--- src/rtl/dcp_pkg.sv ---
// Shared types and constants for the DCP responder.
// FSM encoding plus the mailbox register index.
package dcp_pkg;

  typedef enum logic [2:0] {
    S_IDLE,
    S_ADDR,
    S_WR,
    S_RD,
    S_HOLD
  } state_t;

  localparam int unsigned MBOX_IDX = 0;

endpackage

--- src/rtl/dcp_responder_if.sv ---
// CPU-side DCP strobe bus between the controller (master)
// and the register responder (slave).
interface dcp_responder_if #(
  parameter int DW = 8
);
  logic          mas_n;
  logic          mds_n;
  logic          rd;
  logic [DW-1:0] din;
  logic [DW-1:0] dout;
  logic          doe;

  modport master (
    output mas_n, mds_n, rd, din,
    input  dout, doe
  );

  modport slave (
    input  mas_n, mds_n, rd, din,
    output dout, doe
  );
endinterface

--- src/rtl/dcp_regfile.sv ---
// 2**AW x DW register file: remote and local write ports
// (local wins on collision) and two combinational read ports.
module dcp_regfile #(
  parameter int DW = 8,
  parameter int AW = 4
) (
  input  logic          clk,
  input  logic          rst_n,
  input  logic          i_rem_we,
  input  logic [AW-1:0] i_rem_addr,
  input  logic [DW-1:0] i_rem_wdata,
  output logic [DW-1:0] o_rem_rdata,
  input  logic          i_loc_we,
  input  logic [AW-1:0] i_loc_addr,
  input  logic [DW-1:0] i_loc_wdata,
  output logic [DW-1:0] o_loc_rdata
);

  localparam int NREG = 1 << AW;

  logic [DW-1:0] r_mem [NREG];

  // Local port is written last so it overrides a same-address remote write.
  always_ff @(posedge clk or negedge rst_n) begin
    if (!rst_n) begin
      for (int i = 0; i < NREG; i++) r_mem[i] <= '0;
    end else begin
      if (i_rem_we) r_mem[i_rem_addr] <= i_rem_wdata;
      if (i_loc_we) r_mem[i_loc_addr] <= i_loc_wdata;
    end
  end

  assign o_rem_rdata = r_mem[i_rem_addr];
  assign o_loc_rdata = r_mem[i_loc_addr];

endmodule

--- src/rtl/dcp_responder.sv ---
// DCP bus responder: turns mas/mds strobe cycles into register
// accesses, with a mailbox irq on register 0 and a sticky error.
module dcp_responder
  import dcp_pkg::*;
#(
  parameter int DW = 8,
  parameter int AW = 4
) (
  input  logic           CLK,
  input  logic           SANITY_n,
  dcp_responder_if.slave bus,
  input  logic           loc_we,
  input  logic [AW-1:0]  loc_addr,
  input  logic [DW-1:0]  loc_wdata,
  output logic [DW-1:0]  loc_rdata,
  output logic           irq,
  input  logic           irq_clr,
  output logic           err
);

  state_t r_state, w_next;

  logic r_mas, r_mas_d, r_mas_arm;
  logic r_mds, r_mds_d, r_mds_arm;
  logic [AW-1:0] r_addr;
  logic [DW-1:0] r_dout;
  logic r_doe, r_irq, r_err;

  logic w_mas_fall, w_mds_fall, w_both_lo;
  logic w_rem_we, w_addr_ld, w_addr_inc;
  logic w_rd_start, w_rd_end, w_err_set, w_irq_set;
  logic [DW-1:0] w_rem_rdata;

  // Arm bits block a strobe held low across reset from looking like an edge.
  always_ff @(posedge CLK or negedge SANITY_n) begin
    if (!SANITY_n) begin
      r_mas     <= 1'b1;
      r_mas_d   <= 1'b1;
      r_mas_arm <= 1'b0;
      r_mds     <= 1'b1;
      r_mds_d   <= 1'b1;
      r_mds_arm <= 1'b0;
    end else begin
      r_mas     <= bus.mas_n;
      r_mas_d   <= r_mas;
      r_mas_arm <= r_mas_arm | bus.mas_n;
      r_mds     <= bus.mds_n;
      r_mds_d   <= r_mds;
      r_mds_arm <= r_mds_arm | bus.mds_n;
    end
  end

  assign w_mas_fall = r_mas_d & ~r_mas & r_mas_arm;
  assign w_mds_fall = r_mds_d & ~r_mds & r_mds_arm;
  assign w_both_lo  = ~r_mas & ~r_mds;

  always_ff @(posedge CLK or negedge SANITY_n) begin
    if (!SANITY_n) r_state <= S_IDLE;
    else           r_state <= w_next;
  end

  always_comb begin
    w_next     = r_state;
    w_rem_we   = 1'b0;
    w_addr_ld  = 1'b0;
    w_addr_inc = 1'b0;
    w_rd_start = 1'b0;
    w_rd_end   = 1'b0;
    w_err_set  = 1'b0;
    unique case (r_state)
      S_IDLE: begin
        if ((w_mas_fall | w_mds_fall) & w_both_lo) begin
          w_err_set = 1'b1;
          w_next    = S_HOLD;
        end else if (w_mas_fall) begin
          w_next = S_ADDR;
        end else if (w_mds_fall) begin
          w_rd_start = bus.rd;
          w_next     = bus.rd ? S_RD : S_WR;
        end
      end
      S_ADDR: begin
        w_addr_ld = 1'b1;
        w_next    = S_HOLD;
      end
      S_WR: begin
        w_rem_we   = 1'b1;
        w_addr_inc = 1'b1;
        w_next     = S_HOLD;
      end
      S_RD: begin
        if (r_mds) begin
          w_rd_end   = 1'b1;
          w_addr_inc = 1'b1;
          w_next     = S_HOLD;
        end
      end
      S_HOLD: begin
        if (r_mas & r_mds) w_next = S_IDLE;
      end
      default: w_next = S_IDLE;
    endcase
  end

  assign w_irq_set = w_rem_we & (r_addr == AW'(MBOX_IDX));

  always_ff @(posedge CLK or negedge SANITY_n) begin
    if (!SANITY_n) begin
      r_addr <= '0;
      r_dout <= '0;
      r_doe  <= 1'b0;
      r_irq  <= 1'b0;
      r_err  <= 1'b0;
    end else begin
      if (w_addr_ld)       r_addr <= bus.din[AW-1:0];
      else if (w_addr_inc) r_addr <= r_addr + 1'b1;
      if (w_rd_start) begin
        r_dout <= w_rem_rdata;
        r_doe  <= 1'b1;
      end else if (w_rd_end) begin
        r_doe  <= 1'b0;
      end
      r_irq <= w_irq_set | (r_irq & ~irq_clr);
      if (w_err_set) r_err <= 1'b1;
    end
  end

  dcp_regfile #(
    .DW(DW),
    .AW(AW)
  ) u_regfile (
    .clk        (CLK),
    .rst_n      (SANITY_n),
    .i_rem_we   (w_rem_we),
    .i_rem_addr (r_addr),
    .i_rem_wdata(bus.din),
    .o_rem_rdata(w_rem_rdata),
    .i_loc_we   (loc_we),
    .i_loc_addr (loc_addr),
    .i_loc_wdata(loc_wdata),
    .o_loc_rdata(loc_rdata)
  );

  assign bus.dout = r_dout;
  assign bus.doe  = r_doe;
  assign irq      = r_irq;
  assign err      = r_err;

endmodule
--- src/flat_wrapper.sv ---
// flat-port wrapper written by rule: the top's interface ports become plain ports
module dcp_responder_flat import dcp_pkg::*;
#(
  parameter int DW = 8,
  parameter int AW = 4
)
  (CLK, SANITY_n, loc_we, loc_addr, loc_wdata, loc_rdata, irq, irq_clr, err, bus_mas_n, bus_mds_n, bus_rd, bus_din, bus_dout, bus_doe);
  dcp_responder_if #(.DW(DW)) bus_i ();
  input  logic CLK;
  input  logic SANITY_n;
  input  logic loc_we;
  input  logic [AW-1:0] loc_addr;
  input  logic [DW-1:0] loc_wdata;
  output logic [DW-1:0] loc_rdata;
  output logic irq;
  input  logic irq_clr;
  output logic err;
  input wire logic [$bits(bus_i.mas_n)-1:0] bus_mas_n;
  input wire logic [$bits(bus_i.mds_n)-1:0] bus_mds_n;
  input wire logic [$bits(bus_i.rd)-1:0] bus_rd;
  input wire logic [$bits(bus_i.din)-1:0] bus_din;
  output wire logic [$bits(bus_i.dout)-1:0] bus_dout;
  output wire logic [$bits(bus_i.doe)-1:0] bus_doe;
  assign bus_i.mas_n = bus_mas_n;
  assign bus_i.mds_n = bus_mds_n;
  assign bus_i.rd = bus_rd;
  assign bus_i.din = bus_din;
  assign bus_dout = bus_i.dout;
  assign bus_doe = bus_i.doe;
  dcp_responder #(.DW(DW), .AW(AW)) u_core (.CLK(CLK), .SANITY_n(SANITY_n), .bus(bus_i), .loc_we(loc_we), .loc_addr(loc_addr), .loc_wdata(loc_wdata), .loc_rdata(loc_rdata), .irq(irq), .irq_clr(irq_clr), .err(err));
endmodule
--- config.mk ---
export PLATFORM = sky130hd
export DESIGN_NAME = dcp_responder_flat
export DESIGN_NICKNAME = d
export VERILOG_FILES = /design/src/rtl/dcp_pkg.sv /design/src/rtl/dcp_responder_if.sv /design/src/rtl/dcp_regfile.sv /design/src/rtl/dcp_responder.sv /design/src/flat_wrapper.sv
export SDC_FILE = /design/constraint.sdc
export NUM_CORES = 1
export LEC_CHECK = 0
export ABC_AREA = 1
export BUFFER_PORTS_ARGS = -buffer_cell sky130_fd_sc_hd__buf_2
export CORE_AREA = 2 2 169 171
export DETAILED_ROUTE_END_ITERATION = 6
export DIE_AREA = 0 0 171 173
export GPL_TIMING_DRIVEN = 1
export PLACE_DENSITY_LB_ADDON = 0.3
export SYNTH_ARGS = -nofsm -noshare
export SYNTH_HDL_FRONTEND = slang
export SYNTH_SLANG_ARGS = --single-unit
export TNS_END_PERCENT = 100
--- constraint.sdc ---
create_clock -name CLK -period 3.3 [get_ports CLK]
set_clock_uncertainty 0.15 [all_clocks]
set_input_delay 0.33 -clock CLK [delete_from_list [all_inputs] [get_ports CLK]]
set_output_delay 0.33 -clock CLK [all_outputs]
set_load 0.005 [all_outputs]
; Word level (Yosys, flattened, before mapping)
; Cells that the tools add are included.
[word_totals]
reg_bits = 152
in_bits = 27
wordCells = 102
[classes]
n_addsub = 1
magnitude_cmp = 4
n_eq_ne = 7
muxes = 36
bitwise_logic = 18
reduce_logical = 8
[op_table]
columns = operator, n
row1 = $bwmux 128, 2
row2 = $mux 128, 2
row3 = $bmux 8 s4, 2
row4 = $demux 8 s4, 2
row5 = $mux 8, 6
row6 = $mux 3, 5
row7 = $mux 1, 13
row8 = $pmux 3 s4, 1
row9 = $ge 5x5->1 const B, 2
row10 = $lt 5x1->1 const B, 2
row11 = $not 4->5, 2
row12 = $and 1x1->1, 9
row13 = $mux 4, 2
row14 = $eq 3x2->1 const B, 2
row15 = $add 4x1->4 const B, 1
row16 = $logic_not 4->1, 1
row17 = $ne 2x1->1 const B, 2
row18 = $ne 4x1->1 const B, 1
row19 = $or 1x1->1, 4
row20 = $reduce_bool 2->1, 2
row21 = $eq 3x1->1 const B, 1
row22 = $eq 3x3->1 const B, 1
row23 = $logic_not 3->1, 1
row24 = $not 1->1, 3
row25 = 4 further kinds, 5

; Longest topological paths before layout
[logic_depth]
word_depth = 9
depth_mapped = 12
ltp_nobuf = 8

; Modules after synthesis
; A second synthesis with hierarchy kept.
[hier_totals]
hier_cells = 1768
area_unflattened_um2 = 10601.4
[modules_own_cells]
columns = mod, instances, cells_per_inst, area_per_inst_um2, seq_area_each_um2
row1 = dcp_regfile, 1, 1633, 9446.6, 3203.1
row2 = dcp_responder, 1, 135, 1154.9, 605.6

; Worst setup path before layout
; No wires, ideal clock.
[synth_timing]
kind = reg2reg
start = reg u_core.r_addr[0]
end = reg u_core.u_regfile.r_mem[93] (netlist name)
setup_time_ns = 0.135
arrival_ns = 1.755
slack_ns = 1.260
path_stages_with_launch = 12
period_less_slack_ns = 2.040
cell_sequence = dfrtp_1 -> inv_1 -> buf_2 -> buf_2 -> ha_1 -> inv_1 -> nor2_2 -> buf_6 -> nand2_1 -> buf_2 -> o211ai_1 -> o21ai_0
[synth_between]
elab_chain_len = 9
elab_cells_between_ends = 10
classes_between = order compare: 2 / mux: 6 / bitwise: 1 / reduce/logical: 1
[synth_rtl]
columns = item, line
row1 = from (decl), dcp_responder.sv:25  ; logic [AW-1:0] r_addr;
row2 = from (signal assigned), dcp_responder.sv:115  ; if (w_addr_ld) r_addr <= bus.din[AW-1:0];
row3 = from (signal assigned), dcp_responder.sv:116  ; else if (w_addr_inc) r_addr <= r_addr + 1'b1;
row4 = $not 4->5 (implied by the code) *, dcp_regfile.sv:28  ; if (i_rem_we) r_mem[i_rem_addr] <= i_rem_wdata;
row5 = $ge 5x5->1 (implied by the code) or $lt 5x1->1 (tied branches), dcp_regfile.sv:28
row6 = $logic_and 1x1->1 (implied by the code), dcp_regfile.sv:28
row7 = $mux 8 (implied by the code), dcp_regfile.sv:28
row8 = $demux 8 s4 *, dcp_regfile.sv:28
row9 = $bwmux 128 *, dcp_regfile.sv:28
row10 = $mux 128 *, dcp_regfile.sv:28
row11 = $bwmux 128, dcp_regfile.sv:29  ; if (i_loc_we) r_mem[i_loc_addr] <= i_loc_wdata;
row12 = $mux 128 *, dcp_regfile.sv:29
row13 = "to (signal, indexed assignment)", dcp_regfile.sv:28
row14 = "to (signal, indexed assignment)", dcp_regfile.sv:29
row15 = to (decl), dcp_regfile.sv:21  ; logic [DW-1:0] r_mem [NREG];
; Mark *: on every way between the ends. The rest lies on a longest branch, timed or not.
; A chain may end at the register's enable or synchronous reset.

; Final worst setup path
[layout_timing]
start = reg u_core.r_addr[0]
end = reg u_core.u_regfile.r_mem[121] (netlist name)
; Same word-level chain as after synthesis.

==> summary.md <==
| Metric | Value |
|---|---|
| R2R Path End | `u_core.u_regfile.r_mem[121]` |
| Final TNS setup | `0 ns` |
| Fin cells | `1755` |
| Worst EP arrival | `2.74 ns` |
| Avg Inst Size Synth | `7.01 sq um` |
| CP Buf/Inv Count | `3` |
| Worst-path clk slew | `0.07 ns` |
| Core Area | `27600 sq um` |
| Final hold violation count | `0` |
| WS Path Type | `flop to flop` |
| Port Buf Inserts | `45` |
| Drt wl/cell | `20.2 microns` |
| Crit path cell chain | `inv_2 -> ha_1 -> inv_1 -> nor2_2 -> buf_4 -> nand2_1 -> o211ai_1 -> o21ai_0` |
| CTS sink count | `152` |
| #FFs+latches synth | `152` |
| Largest stage delay, worst path | `0.47 ns` |
| Pins Over Slew Limit | `0` |
| RSZ-0062 raised after global routing | `no` |
| Hold Path Sink | `u_core.u_regfile.r_mem[61]` |
| Post-synthesis sequential area ratio | `0.397` |
| Root Buffer | `clkbuf_16` |
| Antenna cell count | `0` |
| H-tree levels | `4` |
| Vias in the first global route | `9044` |
| Post-route ant nets | `0` |
| Drt pass-1 iters | `6` |
| Critical path launch point type | `flop` |
| Filler cell count in the final layout | `2949` |
| Worst-Margin Slew | `0.830 ns` |
| FMAX | `0.383 GHz` |
| Hold depth | `3` |
| Setup Buffers After CTS | `0` |
| Mapped Cells | `1370` |
| Routed vias/inst | `5.55` |
| Reg2reg setup slack | `0.69 ns` |
| Global-route wire length before repair | `54.7 mm` |
| Die width | `171 microns` |
| Largest net degree at the start of global routing | `120` |
| Drt drc | `0` |
| Critical path capture point type | `flop` |
| Share of the synthesized area in the top cell type | `0.386` |
| Hold Path Class | `input pin to flop` |
| P per Cell Area | `926 nW/um^2` |
| Register area | `3810 sq um` |
| Leakage | `5.53 nW` |
| CTS Buf Count | `17` |
| Final setup violation count | `0` |
| Vias | `9742` |
| Crit Path Max Fanout | `14` |
| Final wirelength | `35.4 mm` |
| Placed cells | `1719` |
| Synth area leader | `dfrtp_1` |
| Layout Nets | `1395` |
| Layout area overhead | `12.0%` |
| Fin crit period | `2.61 ns` |
| Syn_nets | `1401` |
| Tcrit/Tclk final | `0.791` |
| Rel. slew slack | `0.442` |
| Initial antenna violation count | `0` |
| Initial drt markers | `1133` |
| Top-Level Pins | `46` |
| Top cells by area, synth | `dfrtp_1, nand2_1, o211ai_1` |
| VDD IR max | `0.000351 V` |
| Reg-to-reg startpoint | `u_core.r_addr[0]` |
| CTS tree | `yes` |
| Top Family by Delay on Critical Path | `simple AND/OR/NAND/NOR gates` |
| GPL Wtd Cong | `0.877` |
| Initial Util | `0.348` |
| Hold_ws | `0.0569 ns` |
| Footprint of the multi-input gates | `4690 sq um` |
| GRT Total Usage | `0.243` |
| Required time worst endpoint | `3.43 ns` |
| Reg2Reg Depth | `8` |
| Synthesis Warnings | `0` |
| Gr ovfl total | `0` |
| Hold path startpoint | `loc_wdata[5]` |
| Status | `completed` |
| Share of cells above drive strength 1 | `0.0944` |
| Clk_lat worst skew | `0.44 ns` |
| Hpwl dp | `22.3 mm` |
| Worst path slowest cell | `nor2_2` |
| Clock buffer depth | `2` |
| Synth unique cells | `30` |
| Max-cap violations | `0` |
| Height of the die | `173 microns` |
| Die area | `29600 sq um` |
| Cell Area, Synth | `9600 sq um` |
| Row count | `61` |
## report_power, final
group	switching [mW]	internal (mW)
registers	0.601	2.74
clock network	0.839	1.28
logic	2.91	1.59
## layout make-up
type                    instances  area share
well taps                     378      0.0440
inverters                     181      0.0632
clock inverters                13      0.0165
repair buffers                 72      0.0448
multi-input cells             940       0.436
clock buffers                  19      0.0412
flip-flops and latches        152       0.354
## placed cells by master (no fill, tap or decap)
cell,count
a21oi_1,34
a22oi_1,64
a31oi_1,1
buf_12,3
buf_2,44
buf_4,20
buf_6,1
bufinv_16,4
clkbuf_1,1
clkbuf_16,17
clkbuf_8,1
clkinv_1,1
clkinv_2,5
clkinv_4,2
clkinvlp_4,2
dfrtp_1,147
dfrtp_2,1
dfstp_2,4
dlygate4sd3_1,4
ha_1,4
inv_1,177
inv_2,3
nand2_1,451
nand2_2,7
nand3_1,71
nand3_4,1
nand4_1,2
nor2_1,10
nor2_2,6
nor2_4,5
nor3_1,1
nor3_2,2
o211ai_1,98
o21ai_0,132
o21ai_1,12
o21bai_1,1
o22ai_1,34
or2_2,2
xor2_1,2
## per-stage QoR
step | instance area, sq um | worst slack, ns | power (mW) | utilization
after global placement | 10100 | 0.784 | 7.70 | 0.365
after floorplan | 9600 | 1.26 | 6.41 | -
final | 10800 | 0.690 | 9.96 | 0.389
after CTS | 10800 | 0.719 | 9.87 | 0.389
after detailed placement | 10100 | 0.734 | 7.74 | 0.365
after global routing | 10800 | 0.510 | 10.7 | 0.389
## cell usage after synthesis
| cell type | instances |
|---|---|
| a21oi_1 | 34 |
| a22oi_1 | 64 |
| a31oi_1 | 1 |
| buf_1 | 2 |
| buf_2 | 42 |
| buf_6 | 2 |
| clkbuf_1 | 51 |
| clkinv_1 | 1 |
| dfrtp_1 | 148 |
| dfstp_2 | 4 |
| ha_1 | 4 |
| inv_1 | 178 |
| inv_2 | 2 |
| nand2_1 | 451 |
| nand2_2 | 7 |
| nand3_1 | 71 |
| nand3_4 | 1 |
| nand4_1 | 2 |
| nor2_1 | 13 |
| nor2_2 | 3 |
| nor2_4 | 5 |
| nor3_1 | 1 |
| nor3_2 | 2 |
| o211ai_1 | 98 |
| o21ai_0 | 132 |
| o21ai_1 | 12 |
| o21bai_1 | 1 |
| o22ai_1 | 34 |
| or2_2 | 2 |
| xor2_1 | 2 |
## worst max-delay path by stage
stage | start | end | slack [ns] | cells after the start
2_1_floorplan | u_core.r_addr[0] | u_core.u_regfile.r_mem[93] | 1.26 | 11
3_3_place_gp | u_core.r_addr[0] | u_core.u_regfile.r_mem[122] | 0.78 | 8
3_5_place_dp | u_core.r_addr[0] | u_core.u_regfile.r_mem[121] | 0.73 | 8
4_1_cts | u_core.r_addr[0] | u_core.u_regfile.r_mem[121] | 0.72 | 8
5_1_grt | u_core.r_addr[0] | u_core.u_regfile.r_mem[126] | 0.51 | 8
6_report | u_core.r_addr[0] | u_core.u_regfile.r_mem[121] | 0.69 | 8
## flip-flops by register name, indices dropped and copies added, names as in the netlist
signal                  flops
u_core.bus.doe              1
u_core.bus.dout             8
u_core.err                  1
u_core.irq                  1
u_core.r_addr               4
u_core.r_mas                1
u_core.r_mas_arm            1
u_core.r_mas_d              1
u_core.r_mds                1
u_core.r_mds_arm            1
u_core.r_mds_d              1
u_core.r_state              3
u_core.u_regfile.r_mem    128
## repair_timing
item                                   CTS  global route
setup endpoints to repair                0             0
gates resized for setup                  0             0
endpoints found under the hold margin   38             0
hold buffers                             4             0
## worst register-to-register path, stage by stage (launching register included)
cell and delay (ns):
dfrtp_2 0.42, inv_2 0.17, ha_1 0.19, inv_1 0.06, nor2_2 0.48, buf_4 0.30
nand2_1 0.31, o211ai_1 0.26, o21ai_0 0.13
## cell families after synthesis
family | share of synthesized area
xor+xnor | 0.00182
compound gates | 0.243
buf+inv | 0.116
fa+ha+maj | 0.00521
simple gates | 0.238
flops | 0.397
## per-layer routing
metal,global-route usage,part of all wire,vias to the layer above
met5,0,0,-
met4,0.109,0.044,0
met3,0.0513,0.089,100
met2,0.362,0.45,498
met1,0.337,0.42,4619
li1,-,-,4525
Power figures use the tool's default switching activity.
